**config.mk**
```make
export PLATFORM = sky130hd
export DESIGN_NAME = xor_cascade_pipe_flat
export DESIGN_NICKNAME = d
export VERILOG_FILES = /design/src/rtl/xor_cascade_pipe_if.sv /design/src/rtl/xor_cascade_pipe.sv /design/src/flat_wrapper.sv
export SDC_FILE = /design/constraint.sdc
export NUM_CORES = 1
export LEC_CHECK = 0
export ABC_AREA = 1
export CORE_UTILIZATION = 34
export DETAILED_ROUTE_END_ITERATION = 10
export GPL_ROUTABILITY_DRIVEN = 0
export PLACE_DENSITY = 0.64
export SLEW_MARGIN = 20
export SYNTH_ARGS = -nofsm -noshare
export SYNTH_HDL_FRONTEND = slang
export SYNTH_SLANG_ARGS = --single-unit
```
**constraint.sdc**
```tcl
create_clock -name clk -period 1.8 [get_ports clk]
set_clock_uncertainty 0.2 [all_clocks]
set_input_delay 0.45 -clock clk [delete_from_list [all_inputs] [get_ports clk]]
set_output_delay 0.45 -clock clk [all_outputs]
set_load 0.03 [all_outputs]
```
**src/rtl/xor_cascade_pipe_if.sv**
```systemverilog
// xor_cascade_pipe_if
//   Groups the streaming handshake, data, key and observation signals of
//   xor_cascade_pipe.
//   master : the harness side. It drives the input word and keys and
//            out_ready. It observes the results, taps, accumulator and count.
//   slave  : the pipeline side (the DUT).
//   Signals:
//     in_valid/in_ready    input-side handshake
//     in_data  [WIDTH]     operand x
//     in_key   [STAGES*W]  per-cell keys, slice i feeds cell i
//     in_acc               word folds into the running accumulator
//     out_valid/out_ready  output-side handshake
//     out_data [WIDTH]     result
//     stage_tap            registered data of every stage
//     acc_value            current accumulator
//     out_count [CNT_W]    completed output transfers
interface xor_cascade_pipe_if #(
  parameter int WIDTH  = 8,
  parameter int STAGES = 2,
  parameter int CNT_W  = 16
);
  logic                      in_valid;
  logic                      in_ready;
  logic [WIDTH-1:0]          in_data;
  logic [STAGES*WIDTH-1:0]   in_key;
  logic                      in_acc;
  logic                      out_valid;
  logic                      out_ready;
  logic [WIDTH-1:0]          out_data;
  logic [STAGES*WIDTH-1:0]   stage_tap;
  logic [WIDTH-1:0]          acc_value;
  logic [CNT_W-1:0]          out_count;

  modport master (
    output in_valid, in_data, in_key, in_acc, out_ready,
    input  in_ready, out_valid, out_data, stage_tap, acc_value, out_count
  );

  modport slave (
    input  in_valid, in_data, in_key, in_acc, out_ready,
    output in_ready, out_valid, out_data, stage_tap, acc_value, out_count
  );
endinterface

```
**src/rtl/xor_cascade_pipe.sv**
```systemverilog
// xor_cascade_pipe
//   Passes an input word through STAGES cascaded XOR cells. Each cell has
//   one register stage and its own key. All stages advance together under
//   valid/ready flow control. A stall at the output freezes the whole pipe,
//   and bubbles are not collapsed.
//   Keys and the accumulate flag travel down the pipe with their word, so
//   in_key may change freely once a word has been accepted.
//   In accumulate mode the result is XORed with the running accumulator.
//   Every output transfer reloads the accumulator with the presented result.
//   Ports:
//     clk    rising-edge clock
//     rst_n  asynchronous active-low reset, clears all state
//     bus    xor_cascade_pipe_if.slave; handshake, data, keys, taps, counter
module xor_cascade_pipe #(
  parameter int WIDTH  = 8,
  parameter int STAGES = 2,
  parameter int CNT_W  = 16
) (
  input logic               clk,
  input logic               rst_n,
  xor_cascade_pipe_if.slave bus
);

  localparam int LAST = STAGES - 1;

  // Per-stage pipeline state
  logic             r_vld_p  [STAGES];
  logic [WIDTH-1:0] r_data_p [STAGES];
  logic             r_acc_p  [STAGES];
  // r_key_p[s][j] is key j carried alongside the word held in stage s.
  logic [WIDTH-1:0] r_key_p  [STAGES][STAGES];

  logic [WIDTH-1:0] r_acc_reg;
  logic [CNT_W-1:0] r_out_count;

  logic [WIDTH-1:0] w_key_in [STAGES];
  logic             w_adv;
  logic             w_xfer;
  logic [WIDTH-1:0] w_out_data;

  for (genvar g = 0; g < STAGES; g++) begin : g_slice
    assign w_key_in[g]                       = bus.in_key[g*WIDTH +: WIDTH];
    assign bus.stage_tap[g*WIDTH +: WIDTH]   = r_data_p[g];
  end

  // The pipe moves only when the last stage is empty or being drained.
  assign w_adv      = !r_vld_p[LAST] || bus.out_ready;
  assign w_xfer     = r_vld_p[LAST] && bus.out_ready;
  assign w_out_data = r_data_p[LAST] ^ (r_acc_p[LAST] ? r_acc_reg : '0);

  assign bus.in_ready  = w_adv;
  assign bus.out_valid = r_vld_p[LAST];
  assign bus.out_data  = w_out_data;
  assign bus.acc_value = r_acc_reg;
  assign bus.out_count = r_out_count;

  always_ff @(posedge clk or negedge rst_n) begin
    if (!rst_n) begin
      for (int s = 0; s < STAGES; s++) begin
        r_vld_p[s]  <= 1'b0;
        r_data_p[s] <= '0;
        r_acc_p[s]  <= 1'b0;
        for (int j = 0; j < STAGES; j++) begin
          r_key_p[s][j] <= '0;
        end
      end
    end else if (w_adv) begin
      // Stage 0: first XOR cell, capture the keys and flag for this word
      r_vld_p[0]  <= bus.in_valid;
      r_data_p[0] <= bus.in_data ^ w_key_in[0];
      r_acc_p[0]  <= bus.in_acc;
      for (int j = 0; j < STAGES; j++) begin
        r_key_p[0][j] <= w_key_in[j];
      end
      // Stages 1..LAST: each cell uses the key carried with its own word
      for (int s = 1; s < STAGES; s++) begin
        r_vld_p[s]  <= r_vld_p[s-1];
        r_data_p[s] <= r_data_p[s-1] ^ r_key_p[s-1][s];
        r_acc_p[s]  <= r_acc_p[s-1];
        for (int j = 0; j < STAGES; j++) begin
          r_key_p[s][j] <= r_key_p[s-1][j];
        end
      end
    end
  end

  // Output stage: the accumulator and the counter change only on a real
  // transfer. A result sent without accumulate reloads the accumulator,
  // which restarts the running parity.
  always_ff @(posedge clk or negedge rst_n) begin
    if (!rst_n) begin
      r_acc_reg   <= '0;
      r_out_count <= '0;
    end else if (w_xfer) begin
      r_acc_reg   <= w_out_data;
      r_out_count <= r_out_count + CNT_W'(1);
    end
  end

endmodule

```
**src/flat_wrapper.sv**
```systemverilog
// flat-port wrapper written by rule: the top's interface ports become plain ports
module xor_cascade_pipe_flat 
#(
  parameter int WIDTH  = 8,
  parameter int STAGES = 2,
  parameter int CNT_W  = 16
)
  (clk, rst_n, bus_in_valid, bus_in_data, bus_in_key, bus_in_acc, bus_out_ready, bus_in_ready, bus_out_valid, bus_out_data, bus_stage_tap, bus_acc_value, bus_out_count);
  xor_cascade_pipe_if #(.WIDTH(WIDTH), .STAGES(STAGES), .CNT_W(CNT_W)) bus_i ();
  input logic clk;
  input logic rst_n;
  input wire logic [$bits(bus_i.in_valid)-1:0] bus_in_valid;
  input wire logic [$bits(bus_i.in_data)-1:0] bus_in_data;
  input wire logic [$bits(bus_i.in_key)-1:0] bus_in_key;
  input wire logic [$bits(bus_i.in_acc)-1:0] bus_in_acc;
  input wire logic [$bits(bus_i.out_ready)-1:0] bus_out_ready;
  output wire logic [$bits(bus_i.in_ready)-1:0] bus_in_ready;
  output wire logic [$bits(bus_i.out_valid)-1:0] bus_out_valid;
  output wire logic [$bits(bus_i.out_data)-1:0] bus_out_data;
  output wire logic [$bits(bus_i.stage_tap)-1:0] bus_stage_tap;
  output wire logic [$bits(bus_i.acc_value)-1:0] bus_acc_value;
  output wire logic [$bits(bus_i.out_count)-1:0] bus_out_count;
  assign bus_i.in_valid = bus_in_valid;
  assign bus_i.in_data = bus_in_data;
  assign bus_i.in_key = bus_in_key;
  assign bus_i.in_acc = bus_in_acc;
  assign bus_i.out_ready = bus_out_ready;
  assign bus_in_ready = bus_i.in_ready;
  assign bus_out_valid = bus_i.out_valid;
  assign bus_out_data = bus_i.out_data;
  assign bus_stage_tap = bus_i.stage_tap;
  assign bus_acc_value = bus_i.acc_value;
  assign bus_out_count = bus_i.out_count;
  xor_cascade_pipe #(.WIDTH(WIDTH), .STAGES(STAGES), .CNT_W(CNT_W)) u_core (.clk(clk), .rst_n(rst_n), .bus(bus_i));
endmodule
```
==> impl_metrics.toml, run 1 <==
[critical_path]
r2r_cells = 9
cp_cell_sequence = "buf_8, nand2_4, xnor2_4, buf_6"
required_ps = 1150
worst_ep_arrival_time_ps = 1260
cp-end-kind = "output pin"
slowest_delay_ps = 400
r2r_setup_slack_ps = 190
slowest_stage = "dfrtp_2"
start_kind = "flop"
crit_fanout = 5
startpoint = "u_core.r_acc_p[0]"
rr_startpoint = "u_core.bus.out_count[1]"
cp.buffers_inverters = 2
critPathTopFamily = "flip-flops"
crit_type = "reg2out"
worstReg2RegEnd = "u_core.bus.out_count[14]"

[cells_and_area]
diodes = 0
finalNonFillerCells = 481
drive_gt1_share_pct = 26.5
multi_input_area_um2 = 1150
final_net_count = 414
nFillCells = 644
syn2layout_area_growth_pct = 59.9
seq_area_um2 = 1300
fin_util_pct = 56.5

[hold_path]
hp-class = "reg2reg"
min_path_cells = 2
whs_endpoint = "u_core.bus.out_valid"
hold_start = "u_core.r_vld_p[1]"

[sta]
setup_ws_ps = -105
slew_headroom_pct = 76.9
hold_slack_ps = 257
fmax_mhz = 525
period_minus_slack_ps = 1910
rsz0062_at_grt = "yes"
post-route-period-util_pct = 106
hold_violations = 0
slew_viol_final = 0
finalSetupViolCount = 9
worst_pin_slew_ps = 348

[synth]
synth_nets = 293
synth-seq-cells = 52
synth_most_common_cell = "nand2_1"
synth_area_leader_cell = "dfrtp_1"
yosysWarnings = 0
synth-main-ff-cell = "dfrtp_1"
postSynthCellCount = 263
ys_top_cells_by_area = "dfrtp_1, nand2_1, xnor2_1"
synth.top_cell.area_share_pct = 53.9
ys_seq_area_share_pct = 53.9
synth-edff-count = 0
async_reset_ff_share_pct = 100
syn-mean-instance-area_um2 = 9.17
synth_cell_types = 19
synth_common_cells = "nand2_1, dfrtp_1, nor2_1"
syn_area_um2 = 2410

[route]
drt_wl_total_um = 5810
drcViolationCount = 0
wl_per_cell_um = 12.1
drt_iter0_markers = 105
route.vias.total = 2101
ant_nets = 0
drtPass1Iterations = 4
via_per_inst = 4.37

[clocking]
cts_buffer_depth = 2
cts-root-buf = "clkbuf_8"
cts-buffers-inserted = 5
cts.sinks = 52
tritoncts = "built"
ctsHtreeMaxLevel = 2
path_clk_slew_ps = 100
clk_latency_ps = 300

[grt]
grt_max_degree = 53
groute.usage.overall_pct = 17.0
grt_pass1_vias = 2085
grt_overflow_total = 0
grtUsageMet3_pct = 4.76
gr-usage-met1_pct = 21.0
grt.busiest_layer = "met2"
antenna_found_initial = 0
use_met2_pct = 28.9
grt_first_pass_wirelength_um = 9700

[place]
dp_cells = 469
port_buffers = 78
dp_hpwl_um = 4330

[power_and_ir_drop]
p_switching_mw = 2.22
seqPwrFrac_pct = 32.8
p_clk_share_pct = 13.1
p_per_area_nw_per_um2 = 1340
max-vdd-ir-drop_v = 0.000465
switching_share_pct = 43.0
leakage_nw = 1.89
power.internal_mw = 2.94
total_power_mw = 5.16
power_frac_comb_pct = 54.1

[die]
die_y_um = 86.2
rows = 30
ios = 79
dieWidth_um = 86.2
die_area_um2 = 7440
start_util_pct = 35.3
coreArea_um2 = 6830

[outcome]
violations = "negative setup slack"
outcome = "finished with violations"

[run]
drv_cap = 0
state kept, by name, summed over array words and instances, names as in the netlist:
name,flops
u_core.bus.stage_tap,16
u_core.r_key_p,8
u_core.r_acc_p,2
u_core.bus.acc_value,8
u_core.bus.out_valid,1
u_core.r_vld_p,1
u_core.bus.out_count,16
power groups by stage:
stage,Sequential (mW),Combinational [mW],Clock [mW]
floorplan,2.22,0.924,0
global placement,1.68,2.65,0
detailed placement,1.68,2.69,0
CTS,1.68,2.77,0.705
global route,1.73,2.98,0.758
finish,1.69,2.79,0.678
placed cells by master (no fill, tap or decap), types with 2 or more instances in the layout:
cell type	instances
a21oi_1	17
buf_12	2
buf_4	39
buf_6	10
buf_8	2
clkbuf_2	6
clkbuf_8	5
clkdlybuf4s15_1	7
clkdlybuf4s15_2	2
clkdlybuf4s50_1	26
dfrtp_1	51
dlygate4sd2_1	26
inv_1	24
mux2_2	8
nand2_1	60
nand2_2	3
nand2_4	6
nand3_1	6
nand4_1	7
nor2_1	28
nor2_2	2
nor3_2	2
o21ai_0	2
xnor2_1	18
xnor2_2	4
xnor2_4	4
xor2_1	8
final cells by class:
class / count / share of cell area, %
flip-flops and latches: 52 / 33.8
multi-input cells: 178 / 29.8
repair buffers: 122 / 28.5
well taps: 96 / 3.11
inverters: 25 / 2.43
clock buffers: 5 / 1.78
clock inverters: 3 / 0.584
metal layers:
layer | wire length [µm] | part of all wire (%)
met1 | 2560 | 44
met2 | 2870 | 49
met3 | 300 | 5.2
met4 | 77 | 1.3
met5 | 0 | 0
worst max-delay path by stage:
stage	endpoint	slack, ps	cells past startpoint
floorplan	bus_in_ready	80	3
global placement	bus_in_ready	-250	5
detailed placement	u_core.bus.out_count[5]	-250	6
CTS	bus_out_data[0]	-130	4
global route	bus_out_data[0]	-170	4
finish	bus_out_data[0]	-110	4
through the flow:
step / area [µm²] / setup WS (ps) / setup TNS, ps
after floorplan: 2470 / 79.5 / 0
after global routing: 3860 / -175 / -1230
after global placement: 3640 / -248 / -7010
after detailed placement: 3640 / -254 / -7430
final: 3860 / -105 / -693
after CTS: 3840 / -127 / -709
worst min-delay path, cell delays in order, from the launching register on:
cell and delay [ps]:
dfrtp_1 330, inv_1 40, nand2_1 60
what timing repair did:
item                                    in CTS  in global routing
endpoints found under the setup margin      49                 24
buffers inserted                             5                  0
pin swaps                                    1                  3
resized for setup                           79                 25
hold buffers                                 1                  0
endpoints found under the hold margin       52                  0
cells by family (layout without fill, tap and decap cells):
group | count (synthesis) | after routing | share of synthesized area, %
xor gates and xnor gates | 34 | 34 | 12.3
AOI/OAI and AO/OA | 19 | 19 | 3.94
muxes | 8 | 8 | 3.73
DFF | 52 | 52 | 53.9
buffers and inverters | 33 | 155 | 5.65
adders and majority gates | 1 | 1 | 0.519
and+or+nand+nor | 116 | 116 | 19.9
(Power assumes the default switching activity.)
==> inputs of run 2 (changes only) <==
--- a/config.mk
+++ b/config.mk
@@ -6,10 +6,13 @@
 export NUM_CORES = 1
 export LEC_CHECK = 0
 export ABC_AREA = 1
-export CORE_UTILIZATION = 34
+export CELL_PAD_IN_SITES_DETAIL_PLACEMENT = 1
+export CELL_PAD_IN_SITES_GLOBAL_PLACEMENT = 2
+export CORE_UTILIZATION = 27
 export DETAILED_ROUTE_END_ITERATION = 10
 export GPL_ROUTABILITY_DRIVEN = 0
-export PLACE_DENSITY = 0.64
+export MAX_ROUTING_LAYER = met4
+export PLACE_DENSITY = 0.82
 export SLEW_MARGIN = 20
 export SYNTH_ARGS = -nofsm -noshare
 export SYNTH_HDL_FRONTEND = slang
==> impl_metrics.toml, run 2 (synthesized netlist as in run 1, its figures left out) <==
[hold_path]
min_path_cells = 2
whs_endpoint = "u_core.bus.out_valid"
hp-class = "reg2reg"
hold_start = "u_core.r_vld_p[1]"

[route]
via_per_inst = 4.40
drcViolationCount = 0
ant_nets = 0
drt_wl_total_um = 7190
drt_iter0_markers = 65
route.vias.total = 2219
drtPass1Iterations = 4
wl_per_cell_um = 14.3

[die]
start_util_pct = 27.8
rows = 34
ios = 79
coreArea_um2 = 8680
die_y_um = 96.5
dieWidth_um = 96.5
die_area_um2 = 9320

[grt]
grt_first_pass_wirelength_um = 11200
groute.usage.overall_pct = 16.4
grt_max_degree = 53
grt_overflow_total = 0
antenna_found_initial = 0
grt_pass1_vias = 2411

[critical_path]
rr_startpoint = "u_core.r_acc_p[0]"
cp-end-kind = "output pin"
worst_ep_arrival_time_ps = 1290
crit_fanout = 5
r2r_setup_slack_ps = 250
required_ps = 1150
worstReg2RegEnd = "u_core.bus.acc_value[2]"
start_kind = "flop"
r2r_cells = 8
crit_type = "reg2out"

[cells_and_area]
final_common_cell = "nand2_1"
fin_util_pct = 46.7
final_cell_mix = "nand2_1, buf_4, dfrtp_1, nor2_1, clkdlybuf4s50_1"
design_area_um2 = 4050
diodes = 0
finalNonFillerCells = 504
drive_gt1_share_pct = 29.5
syn2layout_area_growth_pct = 67.9
final_net_count = 425

[sta]
rsz0062_at_grt = "yes"
finalSetupViolCount = 8
slew_viol_final = 0
hold_slack_ps = 270
setup_ws_ps = -140
hold_violations = 0
fmax_mhz = 515
slew_headroom_pct = 77.7
period_minus_slack_ps = 1940
worst_pin_slew_ps = 336
post-route-period-util_pct = 108

[clocking]
clk_latency_ps = 310
path_clk_slew_ps = 110
ctsHtreeMaxLevel = 2
cts.sinks = 52
cts-root-buf = "clkbuf_8"
cts-buffers-inserted = 5
tritoncts = "built"
cts_buffer_depth = 2

[power_and_ir_drop]
total_power_mw = 5.95
leakage_nw = 1.98
p_per_area_nw_per_um2 = 1470
max-vdd-ir-drop_v = 0.000509

[place]
dp_hpwl_um = 5080
post_dp_cell_area_um2 = 3670
port_buffers = 78
dp_cells = 481

[outcome]
violations = "negative setup slack"
outcome = "finished with violations"

[run]
drv_cap = 0
## run 2: changes by cell type in the layout (fill, tap and decap cells not counted), sizes merged
cell,before,now
clkinv,2,0
clkbuf,11,12
clkdlybuf4s15,9,8
bufinv,0,2
buf,54,68
dlygate4sd2,26,23
## run 2: timing repair
| item | CTS | global route |
|---|---|---|
| resized for setup | 80 | 24 |
| cloned | 0 | 0 |
| setup endpoints to repair | 47 | 20 |
| hold buffers | 1 | 0 |
| setup buffers | 9 | 5 |
| pin swaps | 5 | 6 |
| hold endpoints to repair | 52 | 0 |
## run 2: worst max-delay path: stages (launching register included)
cell	delay, ps
dfrtp_2	410
buf_8	150
nand2_4	80
xnor2_4	180
buf_6	160
## run 2: final cells by class
cell class,count,area (µm²)
clock buffers,5,68.8
repair buffers,133,1200
multi-input cells,178,1180
well taps,108,135
clock inverters,3,68.8
inverters,25,93.8
flip-flops and latches,52,1300
fillers,1007,4630
## run 2: worst max-delay path by stage
| stage | cells past startpoint | to | start | slack, ps |
|---|---|---|---|---|
| 2_1_floorplan | 3 | bus_in_ready | u_core.bus.out_valid | 80 |
| 3_3_place_gp | 4 | bus_in_ready | bus_out_ready | -230 |
| 3_5_place_dp | 9 | u_core.bus.out_count[11] | bus_out_ready | -250 |
| 4_1_cts | 4 | bus_out_data[6] | u_core.r_acc_p[0] | -130 |
| 5_1_grt | 4 | bus_out_data[5] | u_core.r_acc_p[0] | -210 |
| 6_report | 4 | bus_out_data[4] | u_core.r_acc_p[0] | -140 |
## run 2: through the flow
stage | setup WS, ps | setup TNS (ps)
after global placement | -226 | -5890
after floorplan | 79.5 | 0
final | -140 | -955
after global routing | -215 | -1420
after CTS | -130 | -814
after detailed placement | -249 | -6750
## run 2: power by group
group | internal (mW) | switching, mW | total [mW] | leakage [nW]
logic | 1.51 | 1.72 | 3.23 | 1.30
registers | 1.45 | 0.271 | 1.72 | 0.610
clock network | 0.561 | 0.432 | 0.992 | 0.0687
total | 3.52 | 2.42 | 5.95 | 1.98
## run 2: metal layers
layer	vias to the layer above	track usage [%]	part of all wire, %	wire (µm)
met5	-	-	0	0
li1	1079	-	-	-
met3	13	4.69	6.5	468
met4	0	5.76	1.9	139
met2	67	28.6	49	3530
met1	1060	17.9	42	3050
==> inputs of run 3 (changes only) <==
--- a/config.mk
+++ b/config.mk
@@ -17,3 +17,4 @@
 export SYNTH_ARGS = -nofsm -noshare
 export SYNTH_HDL_FRONTEND = slang
 export SYNTH_SLANG_ARGS = --single-unit
+export TNS_END_PERCENT = 5
==> impl_metrics.toml, run 3 (synthesized netlist as in run 1, its figures left out) <==
[outcome]
outcome = "finished with violations"
violations = "negative setup slack"

[clocking]
cts-root-buf = "clkbuf_8"
cts_buffer_depth = 2
cts.sinks = 52
path_clk_slew_ps = 110
cts-buffers-inserted = 5
ctsHtreeMaxLevel = 2
tritoncts = "built"
clk_latency_ps = 310

[power_and_ir_drop]
switching_share_pct = 43.1
leakage_nw = 1.86
seqPwrFrac_pct = 32.8
p_switching_mw = 2.22
p_clk_share_pct = 13.7
max-vdd-ir-drop_v = 0.000474
p_per_area_nw_per_um2 = 1350
power.internal_mw = 2.93
power_frac_comb_pct = 53.5

[sta]
fmax_mhz = 521
period_minus_slack_ps = 1920
setup_ws_ps = -118
hold_violations = 0
worst_pin_slew_ps = 335
slew_viol_final = 0
rsz0062_at_grt = "yes"
finalSetupViolCount = 8
slew_headroom_pct = 77.8
tns_ps = -747
post-route-period-util_pct = 107

[route]
via_per_inst = 4.35
wl_per_cell_um = 13.0
route.vias.total = 2158
drt_wl_total_um = 6440
ant_nets = 0
drtPass1Iterations = 4
drt_iter0_markers = 47
drcViolationCount = 0

[critical_path]
crit_fanout = 5
cp-end-kind = "output pin"
required_ps = 1150
crit_type = "reg2out"
worst_ep_arrival_time_ps = 1270
start_kind = "flop"

[cells_and_area]
fin_util_pct = 44.0
syn2layout_area_growth_pct = 58.4
nFillCells = 1037
finalNonFillerCells = 496
drive_gt1_share_pct = 28.9
final_net_count = 417
diodes = 0
final_common_cell = "nand2_1"
final_cell_mix = "nand2_1, dfrtp_1, buf_4, nor2_1, clkdlybuf4s50_1"

[place]
port_buffers = 78
dp_cells = 484
dp_hpwl_um = 4980
place_ws_ps = -264

[run]
drv_cap = 0

[grt]
grt_max_degree = 53
groute.usage.overall_pct = 15.3
grt_pass1_vias = 2209
grt_first_pass_wirelength_um = 10500
antenna_found_initial = 0
grt_overflow_total = 0

[die]
start_util_pct = 27.8
rows = 34
coreArea_um2 = 8680
ios = 79
die_area_um2 = 9320
dieWidth_um = 96.5
die_y_um = 96.5

[hold_path]
hp-class = "reg2reg"
run 3: cell count changes in the layout (fill, tap and decap cells not counted), moves of 2 or more:
cell	change
nand2_4	-6
clkbuf_2	+4
xnor2_4	-6
bufinv_16	-2
nand2_2	+6
dlygate4sd2_1	-5
xnor2_2	+6
buf_4	-7
clkdlybuf4s15_1	+2
run 3: critical path, cell delays in order, from the launching register on:
cell and delay (ps):
dfrtp_2 380, buf_6 140, nand2_2 70, xnor2_2 210
buf_6 170
run 3: cell type report:
cell class / instances / area (µm²) / area share [%]
Tap cell: 108 / 135 / 3.54
Clock buffer: 5 / 68.8 / 1.80
Timing Repair Buffer: 125 / 1120 / 29.2
Inverter: 25 / 93.8 / 2.46
Sequential cell: 52 / 1300 / 34.1
Clock inverter: 3 / 22.5 / 0.589
Multi-Input combinational cell: 178 / 1080 / 28.3
run 3: repair_timing:
item                                   in CTS  in global routing
setup buffers                               2                  1
setup endpoints to repair                  46                 27
hold buffers                                1                  0
endpoints found under the hold margin      52                  0
gates resized for setup                    63                 42
pin swaps                                   0                  3
run 3: final timing paths:
path / startpoint / endpoint / slack, ps / cells after the start
min in group asynchronous: rst_n / u_core.bus.out_count[11] / 460 / 3
max in group asynchronous: rst_n / u_core.r_acc_p[0] / 680 / 3
max reg2reg: u_core.bus.out_count[0] / u_core.bus.out_count[14] / 240 / 9
min: u_core.r_vld_p[1] / u_core.bus.out_valid / 260 / 2
max: u_core.r_acc_p[0] / bus_out_data[4] / -120 / 4
min reg2reg: u_core.r_vld_p[1] / u_core.bus.out_valid / 260 / 2
run 3: power groups by stage:
stage	clock network, mW	logic, mW	registers, mW
floorplan	0	0.848	2.20
global placement	0	2.60	1.69
detailed placement	0	2.65	1.71
CTS	0.730	2.70	1.67
global route	0.781	2.96	1.74
finish	0.706	2.76	1.69
run 3: through the flow:
stage	hold slack (ps)	power (mW)	instance area, µm²
detailed placement	241	4.36	3630
global placement	231	4.29	3630
CTS	267	5.11	3790
floorplan	-45.6	3.05	2420
finish	256	5.15	3820
global route	314	5.48	3820
run 3: routing by layer:
metal,vias to the layer above,part of all wire (%),GRT usage (%)
met2,61,50,25.2
met5,-,0,-
met4,0,0.59,3.31
li1,1062,-,-
met3,5,6.4,4.54
met1,1030,43,18.6
